### config.mk
export PLATFORM = sky130hd
export DESIGN_NAME = alu_cmd_ctrl_flat
export DESIGN_NICKNAME = d
export VERILOG_FILES = /design/src/rtl/alu_cmd_ctrl_if.sv /design/src/rtl/alu_cmd_ctrl.sv /design/src/flat_wrapper.sv
export SDC_FILE = /design/constraint.sdc
export NUM_CORES = 1
export LEC_CHECK = 0
export ABC_AREA = 1
export CORE_ASPECT_RATIO = 0.75
export CORE_MARGIN = 5
export CORE_UTILIZATION = 43
export CTS_BUF_LIST = sky130_fd_sc_hd__clkbuf_8
export DETAILED_ROUTE_END_ITERATION = 7
export PLACE_DENSITY = 0.82
export SYNTH_ARGS = -nofsm -noshare
export SYNTH_HDL_FRONTEND = slang
export SYNTH_SLANG_ARGS = --single-unit
### constraint.sdc
create_clock -name CLK -period 1.24 [get_ports CLK]
set_input_delay 0.372 -clock CLK [delete_from_list [all_inputs] [get_ports CLK]]
set_output_delay 0.372 -clock CLK [all_outputs]
set_load 0.01 [all_outputs]
### src/rtl/alu_cmd_ctrl_if.sv
// Byte stream and ALU control bundle for alu_cmd_ctrl.
// slave is the controller side, master is the surrounding system.
interface alu_cmd_ctrl_if #(
    parameter int WIDTH = 8
);
    logic [WIDTH-1:0] rx_data;
    logic             rx_valid;
    logic             rx_drop;
    logic [WIDTH-1:0] tx_data;
    logic             tx_valid;
    logic             tx_ready;
    logic [WIDTH-1:0] alu_a;
    logic [WIDTH-1:0] alu_b;
    logic [1:0]       alu_fun;
    logic             arith_enable;
    logic             alu_clk_en;
    logic [WIDTH-1:0] arith_out;
    logic             carry_out;
    logic             arith_flag;
    logic             busy;

    modport slave (
        input  rx_data,
        input  rx_valid,
        input  tx_ready,
        input  arith_out,
        input  carry_out,
        input  arith_flag,
        output rx_drop,
        output tx_data,
        output tx_valid,
        output alu_a,
        output alu_b,
        output alu_fun,
        output arith_enable,
        output alu_clk_en,
        output busy
    );

    modport master (
        output rx_data,
        output rx_valid,
        output tx_ready,
        output arith_out,
        output carry_out,
        output arith_flag,
        input  rx_drop,
        input  tx_data,
        input  tx_valid,
        input  alu_a,
        input  alu_b,
        input  alu_fun,
        input  arith_enable,
        input  alu_clk_en,
        input  busy
    );
endinterface

### src/rtl/alu_cmd_ctrl.sv
// Byte command sequencer for the registered ALU: collects A/B/fun,
// pulses the ALU enable once, returns result and status bytes.
module alu_cmd_ctrl #(
    parameter int               WIDTH    = 8,
    parameter logic [WIDTH-1:0] CMD_OP   = 8'hCC,
    parameter logic [WIDTH-1:0] CMD_REOP = 8'hDD
) (
    input logic         CLK,
    input logic         RST,
    alu_cmd_ctrl_if.slave bus
);

    typedef enum logic [2:0] {
        IDLE,
        GET_A,
        GET_B,
        GET_FUN,
        ALU_RUN,
        ALU_WAIT,
        SEND_RES,
        SEND_STAT
    } state_t;

    state_t           state_q, state_d;
    logic [WIDTH-1:0] a_q, a_d;
    logic [WIDTH-1:0] b_q, b_d;
    logic [1:0]       fun_q, fun_d;
    logic [WIDTH-1:0] res_q, res_d;
    logic             carry_q, carry_d;
    logic             err_q, err_d;
    logic             flag_q, flag_d;
    logic [WIDTH-1:0] tx_data_q, tx_data_d;
    logic             tx_valid_q, tx_valid_d;
    logic             arith_en_q, arith_en_d;
    logic             clk_en_q, clk_en_d;
    logic             busy_q, busy_d;
    logic             drop;
    logic             tx_fire;

    assign tx_fire = tx_valid_q & bus.tx_ready;

    always_comb begin
        state_d = state_q;
        a_d     = a_q;
        b_d     = b_q;
        fun_d   = fun_q;
        res_d   = res_q;
        carry_d = carry_q;
        err_d   = err_q;
        flag_d  = flag_q;
        drop    = 1'b0;
        unique case (state_q)
            IDLE: begin
                if (bus.rx_valid) begin
                    if (bus.rx_data == CMD_OP) begin
                        state_d = GET_A;
                    end else if (bus.rx_data == CMD_REOP) begin
                        state_d = GET_FUN;
                    end
                end
            end
            GET_A: begin
                if (bus.rx_valid) begin
                    a_d     = bus.rx_data;
                    state_d = GET_B;
                end
            end
            GET_B: begin
                if (bus.rx_valid) begin
                    b_d     = bus.rx_data;
                    state_d = GET_FUN;
                end
            end
            GET_FUN: begin
                if (bus.rx_valid) begin
                    fun_d = bus.rx_data[1:0];
                    // Divide by zero is answered locally; the ALU never runs.
                    if (bus.rx_data[1:0] == 2'b11 && b_q == '0) begin
                        res_d   = '1;
                        err_d   = 1'b1;
                        carry_d = 1'b0;
                        flag_d  = 1'b0;
                        state_d = SEND_RES;
                    end else begin
                        state_d = ALU_RUN;
                    end
                end
            end
            ALU_RUN: begin
                drop    = bus.rx_valid;
                state_d = ALU_WAIT;
            end
            ALU_WAIT: begin
                drop    = bus.rx_valid;
                res_d   = bus.arith_out;
                carry_d = bus.carry_out;
                flag_d  = bus.arith_flag;
                err_d   = 1'b0;
                state_d = SEND_RES;
            end
            SEND_RES: begin
                drop = bus.rx_valid;
                if (tx_fire) begin
                    state_d = SEND_STAT;
                end
            end
            SEND_STAT: begin
                drop = bus.rx_valid;
                if (tx_fire) begin
                    state_d = IDLE;
                end
            end
            default: begin
                state_d = IDLE;
            end
        endcase
    end

    // Outputs are decoded from the next state so they leave a flop.
    always_comb begin
        tx_valid_d = (state_d == SEND_RES) || (state_d == SEND_STAT);
        arith_en_d = (state_d == ALU_RUN);
        clk_en_d   = (state_d == ALU_RUN) || (state_d == ALU_WAIT);
        busy_d     = (state_d != IDLE);
        tx_data_d  = '0;
        if (state_d == SEND_RES) begin
            tx_data_d = res_d;
        end else if (state_d == SEND_STAT) begin
            tx_data_d = {{(WIDTH-3){1'b0}}, flag_d, err_d, carry_d};
        end
    end

    always_ff @(posedge CLK or negedge RST) begin
        if (!RST) begin
            state_q    <= IDLE;
            a_q        <= '0;
            b_q        <= '0;
            fun_q      <= '0;
            res_q      <= '0;
            carry_q    <= 1'b0;
            err_q      <= 1'b0;
            flag_q     <= 1'b0;
            tx_data_q  <= '0;
            tx_valid_q <= 1'b0;
            arith_en_q <= 1'b0;
            clk_en_q   <= 1'b0;
            busy_q     <= 1'b0;
        end else begin
            state_q    <= state_d;
            a_q        <= a_d;
            b_q        <= b_d;
            fun_q      <= fun_d;
            res_q      <= res_d;
            carry_q    <= carry_d;
            err_q      <= err_d;
            flag_q     <= flag_d;
            tx_data_q  <= tx_data_d;
            tx_valid_q <= tx_valid_d;
            arith_en_q <= arith_en_d;
            clk_en_q   <= clk_en_d;
            busy_q     <= busy_d;
        end
    end

    assign bus.tx_data      = tx_data_q;
    assign bus.tx_valid     = tx_valid_q;
    assign bus.alu_a        = a_q;
    assign bus.alu_b        = b_q;
    assign bus.alu_fun      = fun_q;
    assign bus.arith_enable = arith_en_q;
    assign bus.alu_clk_en   = clk_en_q;
    assign bus.busy         = busy_q;
    assign bus.rx_drop      = drop;

endmodule

### src/flat_wrapper.sv
// flat-port wrapper written by rule: the top's interface ports become plain ports
module alu_cmd_ctrl_flat 
#(
    parameter int               WIDTH    = 8,
    parameter logic [WIDTH-1:0] CMD_OP   = 8'hCC,
    parameter logic [WIDTH-1:0] CMD_REOP = 8'hDD
)
  (CLK, RST, bus_rx_data, bus_rx_valid, bus_tx_ready, bus_arith_out, bus_carry_out, bus_arith_flag, bus_rx_drop, bus_tx_data, bus_tx_valid, bus_alu_a, bus_alu_b, bus_alu_fun, bus_arith_enable, bus_alu_clk_en, bus_busy);
  alu_cmd_ctrl_if #(.WIDTH(WIDTH)) bus_i ();
  input logic CLK;
  input logic RST;
  input wire logic [$bits(bus_i.rx_data)-1:0] bus_rx_data;
  input wire logic [$bits(bus_i.rx_valid)-1:0] bus_rx_valid;
  input wire logic [$bits(bus_i.tx_ready)-1:0] bus_tx_ready;
  input wire logic [$bits(bus_i.arith_out)-1:0] bus_arith_out;
  input wire logic [$bits(bus_i.carry_out)-1:0] bus_carry_out;
  input wire logic [$bits(bus_i.arith_flag)-1:0] bus_arith_flag;
  output wire logic [$bits(bus_i.rx_drop)-1:0] bus_rx_drop;
  output wire logic [$bits(bus_i.tx_data)-1:0] bus_tx_data;
  output wire logic [$bits(bus_i.tx_valid)-1:0] bus_tx_valid;
  output wire logic [$bits(bus_i.alu_a)-1:0] bus_alu_a;
  output wire logic [$bits(bus_i.alu_b)-1:0] bus_alu_b;
  output wire logic [$bits(bus_i.alu_fun)-1:0] bus_alu_fun;
  output wire logic [$bits(bus_i.arith_enable)-1:0] bus_arith_enable;
  output wire logic [$bits(bus_i.alu_clk_en)-1:0] bus_alu_clk_en;
  output wire logic [$bits(bus_i.busy)-1:0] bus_busy;
  assign bus_i.rx_data = bus_rx_data;
  assign bus_i.rx_valid = bus_rx_valid;
  assign bus_i.tx_ready = bus_tx_ready;
  assign bus_i.arith_out = bus_arith_out;
  assign bus_i.carry_out = bus_carry_out;
  assign bus_i.arith_flag = bus_arith_flag;
  assign bus_rx_drop = bus_i.rx_drop;
  assign bus_tx_data = bus_i.tx_data;
  assign bus_tx_valid = bus_i.tx_valid;
  assign bus_alu_a = bus_i.alu_a;
  assign bus_alu_b = bus_i.alu_b;
  assign bus_alu_fun = bus_i.alu_fun;
  assign bus_arith_enable = bus_i.arith_enable;
  assign bus_alu_clk_en = bus_i.alu_clk_en;
  assign bus_busy = bus_i.busy;
  alu_cmd_ctrl #(.WIDTH(WIDTH), .CMD_OP(CMD_OP), .CMD_REOP(CMD_REOP)) u_core (.CLK(CLK), .RST(RST), .bus(bus_i));
endmodule
Word-level counts from Yosys, hierarchy flattened
Index checks and enable logic that the tools add are counted.

Register bits after elaboration: 44. Logic and storage cells: 63. Input port bits: 22. Output and inout bits: 31.

Eq/ne operators: 14. Mux-type cells: 25. Reduce and logical (&&, ||, !) cells: 10. Bitwise gates (word level): 1.

Operators with widths (count): two-way mux 3 bit (9); == test 3 bit (second input constant) (8); two-way mux 8 bit (3); one-hot mux 3 bit (8 select lines) (1); == test 8 bit (second input constant) (2); one-hot mux 8 bit (2 select lines) (1); zero test 8 bit (1); two-way mux 1 bit (7); == test 3 x 2 -> 1 bit (second input constant) (2); one-hot mux 1 bit (2 select lines) (3); AND reduction 2 bit (3); OR reduction 4 bit (1); == test 3 x 1 -> 1 bit (second input constant) (1); zero test 3 bit (1); nonzero test 3 bit (1); == test 2 bit (second input constant) (1); logical OR 1 bit (2); two-way mux 2 bit (1); bitwise AND 1 bit (1); logical AND 1 bit (1).

Depth between registers and ports, before layout
Gate-level depths: netlist of run 1.

Word-level depth: 8. Gate-level depth with buffers: 11. Mapped depth without buffers: 10.

Least setup slack after synthesis of run 1
Ideal clock, no wire load.

Path type: reg-to-reg. Start point: reg u_core.state_q[1]. End point: reg u_core.tx_data_q[6] (netlist: u_core.bus.tx_data[6]). Data required time: 1.124 ns. Setup slack: -0.087 ns. Stages on the path, launching flop included: 10. Path buffers: 2. Setup time: 0.116 ns. Data arrival time: 1.211 ns. Period minus slack after synthesis: 1.327 ns. Cells stage by stage: dfrtp_1 buf_6 inv_2 nand2_1 nor2_2 buf_6 mux2i_1 nand2_1 inv_1 nor2_2.

Elaborated cells on any way between the ends: 20. Classes of those cells: eq/ne: 8; mux: 11; reduce/logical: 1.

RTL lines: from (decl) (line alu_cmd_ctrl.sv:24) `state_t state_q, state_d;`; from (signal assigned) (line alu_cmd_ctrl.sv:149) `state_q <= state_d;`; == test 3 bit or == test 3 x 2 -> 1 bit (tied branches) (line alu_cmd_ctrl.sv:52) `unique case (state_q)`; one-hot mux 8 bit (2 select lines) (*) (line alu_cmd_ctrl.sv:52); named net u_core.res_d[6] (line alu_cmd_ctrl.sv:28) `logic [WIDTH-1:0] res_q, res_d;`; two-way mux 8 bit (*) (line alu_cmd_ctrl.sv:126) `if (state_d == SEND_RES) begin`; named net u_core.tx_data_d[6] (line alu_cmd_ctrl.sv:32) `logic [WIDTH-1:0] tx_data_q, tx_data_d;`; to (signal assigned) (line alu_cmd_ctrl.sv:157) `tx_data_q <= tx_data_d;`; to (decl) (line alu_cmd_ctrl.sv:32).

Mark *: on every way through the listed nets, which the timed path passes. The rest lies on a longest branch. A chain may end at the register's enable or synchronous reset.

Worst setup path after layout of run 1
Start point: reg u_core.state_q[0]. End point: reg u_core.tx_data_q[4] (netlist: u_core.bus.tx_data[4]).

Longest elaborated chain between the ends: 6. Elaborated cells on any way between the ends: 20. Classes of those cells: eq/ne: 8; mux: 11; reduce/logical: 1.

RTL lines: two-way mux 3 bit (line alu_cmd_ctrl.sv:57) `end else if (bus.rx_data == CMD_REOP) begin`; two-way mux 3 bit (line alu_cmd_ctrl.sv:55) `if (bus.rx_data == CMD_OP) begin`; two-way mux 3 bit (line alu_cmd_ctrl.sv:54) `if (bus.rx_valid) begin`; one-hot mux 3 bit (8 select lines) (line alu_cmd_ctrl.sv:52); == test 3 bit (line alu_cmd_ctrl.sv:126); two-way mux 8 bit (*) (line alu_cmd_ctrl.sv:126); named net u_core.tx_data_d[4] (line alu_cmd_ctrl.sv:32).

Marked as above.

==> out/results.ini, run 1 <==
[run_status]
status=finished, violations left
violations=negative setup slack

[routing]
first_pass_iters=4
drt-wirelength-per-cell_um=16.1
vias_per_cell=5.06
drc_errors=0
vias=1897
drt_iter0_markers=110
wirelength_um=6050
antenna_left=0

[critical_path]
endpoint_kind=flip-flop
worst-path-buf-inv=1
cp.required_ns=1.47
worst_ep_arrival_time_ns=1.75
worstSetupPathType=reg2reg
cpLargestDelayFamily=simple AND/OR/NAND/NOR gates
cp_cell_sequence=inv_2 -> nor3_2 -> nor2_4 -> nand2_2 -> a21oi_4 -> nand3_4 -> nor2_2
crit_path_top_delay_cell=dfrtp_1
crit_fanout=6
critPathMaxStageDelay_ns=0.42
start_kind=flip-flop

[floorplanning]
pin_count=53
core_um2=4520
dieArea_um2=6200
chipWidth_um=89.3
initial_utilization_pct=44.8
rows=21
die_h_um=69.4

[sta]
maxSlewViolCount=0
fmax_ghz=0.657
worstMarginPinSlew_ns=0.343
period_minus_slack_ns=1.52
fin_skew_ns=0.00438
hold_violations=0
relSlewSlack_pct=77.0
timing.final.ws_setup_ns=-0.282
hold_ws_ns=0.0392
setup_viol=42
finalCritPeriodShare_pct=123
rsz0062_at_grt=yes
finalSetupTns_ns=-5.41

[clock_tree]
cts_tree=done
clock_sinks=44
htree_levels=2
cts-root-buf=clkbuf_8
clock_latency_ns=0.29
clock_path_buffers=2
numCtsBuffers=5
clkTransAtPathRegs_ns=0.08
cts_hold_buf=0

[run]
max_cap_viol_count=0

[yosys]
syn_area_um2=2030
ys_warn_count=0
netlist.area_leader.share_pct=54.4
synth_seq_area_share_pct=54.4
postSynthCellCount=225
syn_nets=247
yosys.area.top_type=dfrtp_1
ys_ff_latch=44
synth_area_leaders=dfrtp_1, nand2_1, inv_1, o21ai_0, nand3_1
synth_cell_types=26
syn_area_per_cell_um2=9.00

[worst_hold_path]
hp-class=in2async

[layout]
diodes=0
final_area_um2=3070
nNetsFinal=339
area_growth_pct=51.5
drive_gt1_share_pct=46.9
final_cells=375

[global_route]
grt_overflow=0
grt_pass1_wl_um=9060
grtUsageTotal_pct=19.5
grt_pass1_vias=1884
antenna_found_initial=0
grt_max_degree=45

[power]
peakVddDrop_mv=1.47
powerDensity_nw_per_um2=2510
p_leak_nw=1.60

[placed_design]
gp_congestion=0.815
dp_hpwl_um=3580
place_area_um2=2770
dp.cells=350
place.port_buffers=52

## cell families (layout without fill, tap and decap cells)
family | Yosys count | count (layout) | synth area share (%)
compound gates | 24 | 24 | 7.29
buf+inv | 39 | 131 | 8.89
mux | 1 | 1 | 0.494
simple gates | 117 | 118 | 29.0
flops | 44 | 44 | 54.4
## sequential cells by signal, summed over array words and instances, names as in the netlist
| register | flops |
|---|---|
| u_core.bus.alu_b | 8 |
| u_core.bus.alu_fun | 2 |
| u_core.bus.tx_data | 8 |
| u_core.bus.tx_valid | 1 |
| u_core.bus.alu_clk_en | 1 |
| u_core.err_q | 1 |
| u_core.bus.arith_enable | 1 |
| u_core.bus.alu_a | 8 |
| u_core.carry_q | 1 |
| u_core.flag_q | 1 |
| u_core.state_q | 3 |
| u_core.res_q | 8 |
| u_core.bus.busy | 1 |
## path summary, 6_finish.rpt
check,start,end,slack [ns],cells past startpoint
hold reg to reg,u_core.bus.alu_a[0]$_DFFE_PN0P_,u_core.bus.alu_a[0]$_DFFE_PN0P_,0.50,2
hold / removal,RST,u_core.bus.alu_a[2]$_DFFE_PN0P_,0.04,2
max in group asynchronous,RST,u_core.state_q[1]$_DFF_PN0_,0.99,2
setup reg to reg,u_core.state_q[0]$_DFF_PN0_,u_core.bus.tx_data[4]$_DFF_PN0_,-0.28,7
setup / recovery,u_core.state_q[0]$_DFF_PN0_,u_core.bus.tx_data[4]$_DFF_PN0_,-0.28,7
min in group CLK,u_core.bus.alu_a[0]$_DFFE_PN0P_,u_core.bus.alu_a[0]$_DFFE_PN0P_,0.50,2
## worst register-to-register path: stages, from the launching register on
cell and delay [ns]:
dfrtp_1 0.42, inv_2 0.16, nor3_2 0.10, nor2_4 0.13
nand2_2 0.08, a21oi_4 0.24, nand3_4 0.19, nor2_2 0.13
## cell type report
class / instances / area [um2]
Fill cell: 333 / 1450
Tap cell: 57 / 71.3
Sequential cell: 44 / 1100
Clock inverter: 2 / 7.51
Multi-Input combinational cell: 143 / 935
Inverter: 33 / 140
Timing Repair inverter: 1 / 7.51
Clock buffer: 6 / 82.6
Timing Repair Buffer: 89 / 722
## report_power, final
| part | internal (mW) | switching, mW | leakage [nW] | total (mW) |
|---|---|---|---|---|
| sequential | 2.09 | 0.370 | 0.552 | 2.46 |
| clock | 0.438 | 0.455 | 0.0538 | 0.893 |
| combinational | 1.94 | 2.42 | 0.994 | 4.36 |
| total | 4.47 | 3.25 | 1.60 | 7.72 |
## stage by stage
step	utilization [%]	total power [mW]	worst slack, ns
floorplan	-	4.41	-0.0685
global placement	61.3	5.97	-0.627
detailed placement	61.3	6.06	-0.685
CTS	64.0	7.03	-0.231
global route	67.9	8.21	-0.353
finish	67.9	7.72	-0.282
## Yosys cell counts, drive strengths merged
| library cell | count |
|---|---|
| a21oi | 2 |
| nand3 | 15 |
| nor2 | 21 |
| nand2 | 70 |
| and3 | 3 |
| mux2i | 1 |
| inv | 33 |
| o31ai | 1 |
| dfrtp | 44 |
| buf | 5 |
| o21bai | 1 |
| nand4 | 4 |
| clkbuf | 1 |
| nor3 | 4 |
| o21ai | 20 |
## cell usage in the layout, fill, tap and decap left out, types with 4 or more instances in the layout
master	count
nor2_1	7
dfrtp_1	43
nand4_1	4
nand2_1	52
nand3_2	9
inv_1	21
buf_2	29
inv_2	10
nor2_4	6
nand2_2	12
clkbuf_8	6
o21ai_1	11
nand3_1	4
buf_4	21
o21ai_0	5
dlygate4sd2_1	10
nand2_4	6
clkdlybuf4s50_1	10
o21ai_2	4
nor2_2	8
buf_6	17
## what timing repair did
| action | 4_1_cts | 5_1_grt |
|---|---|---|
| buffers inserted | 7 | 8 |
| endpoints found under the setup margin | 73 | 48 |
| gates resized for setup | 184 | 35 |
| pin swaps | 27 | 19 |
| gates cloned | 2 | 0 |
## routing by layer
metal	vias up	global-route usage [%]	share of wire (%)
li1	889	-	-
met4	0	9.92	3.8
met2	69	30.6	51
met3	20	4.99	5.2
met5	-	0	0
met1	919	24.4	40
No activity file was read; power rests on OpenSTA's default activity.
==> run 2: changes to the inputs <==
SLEW_MARGIN = 20   (was not set)
==> results of run 2 <==
Final layout, timing and power as in run 1 (identical DEF).
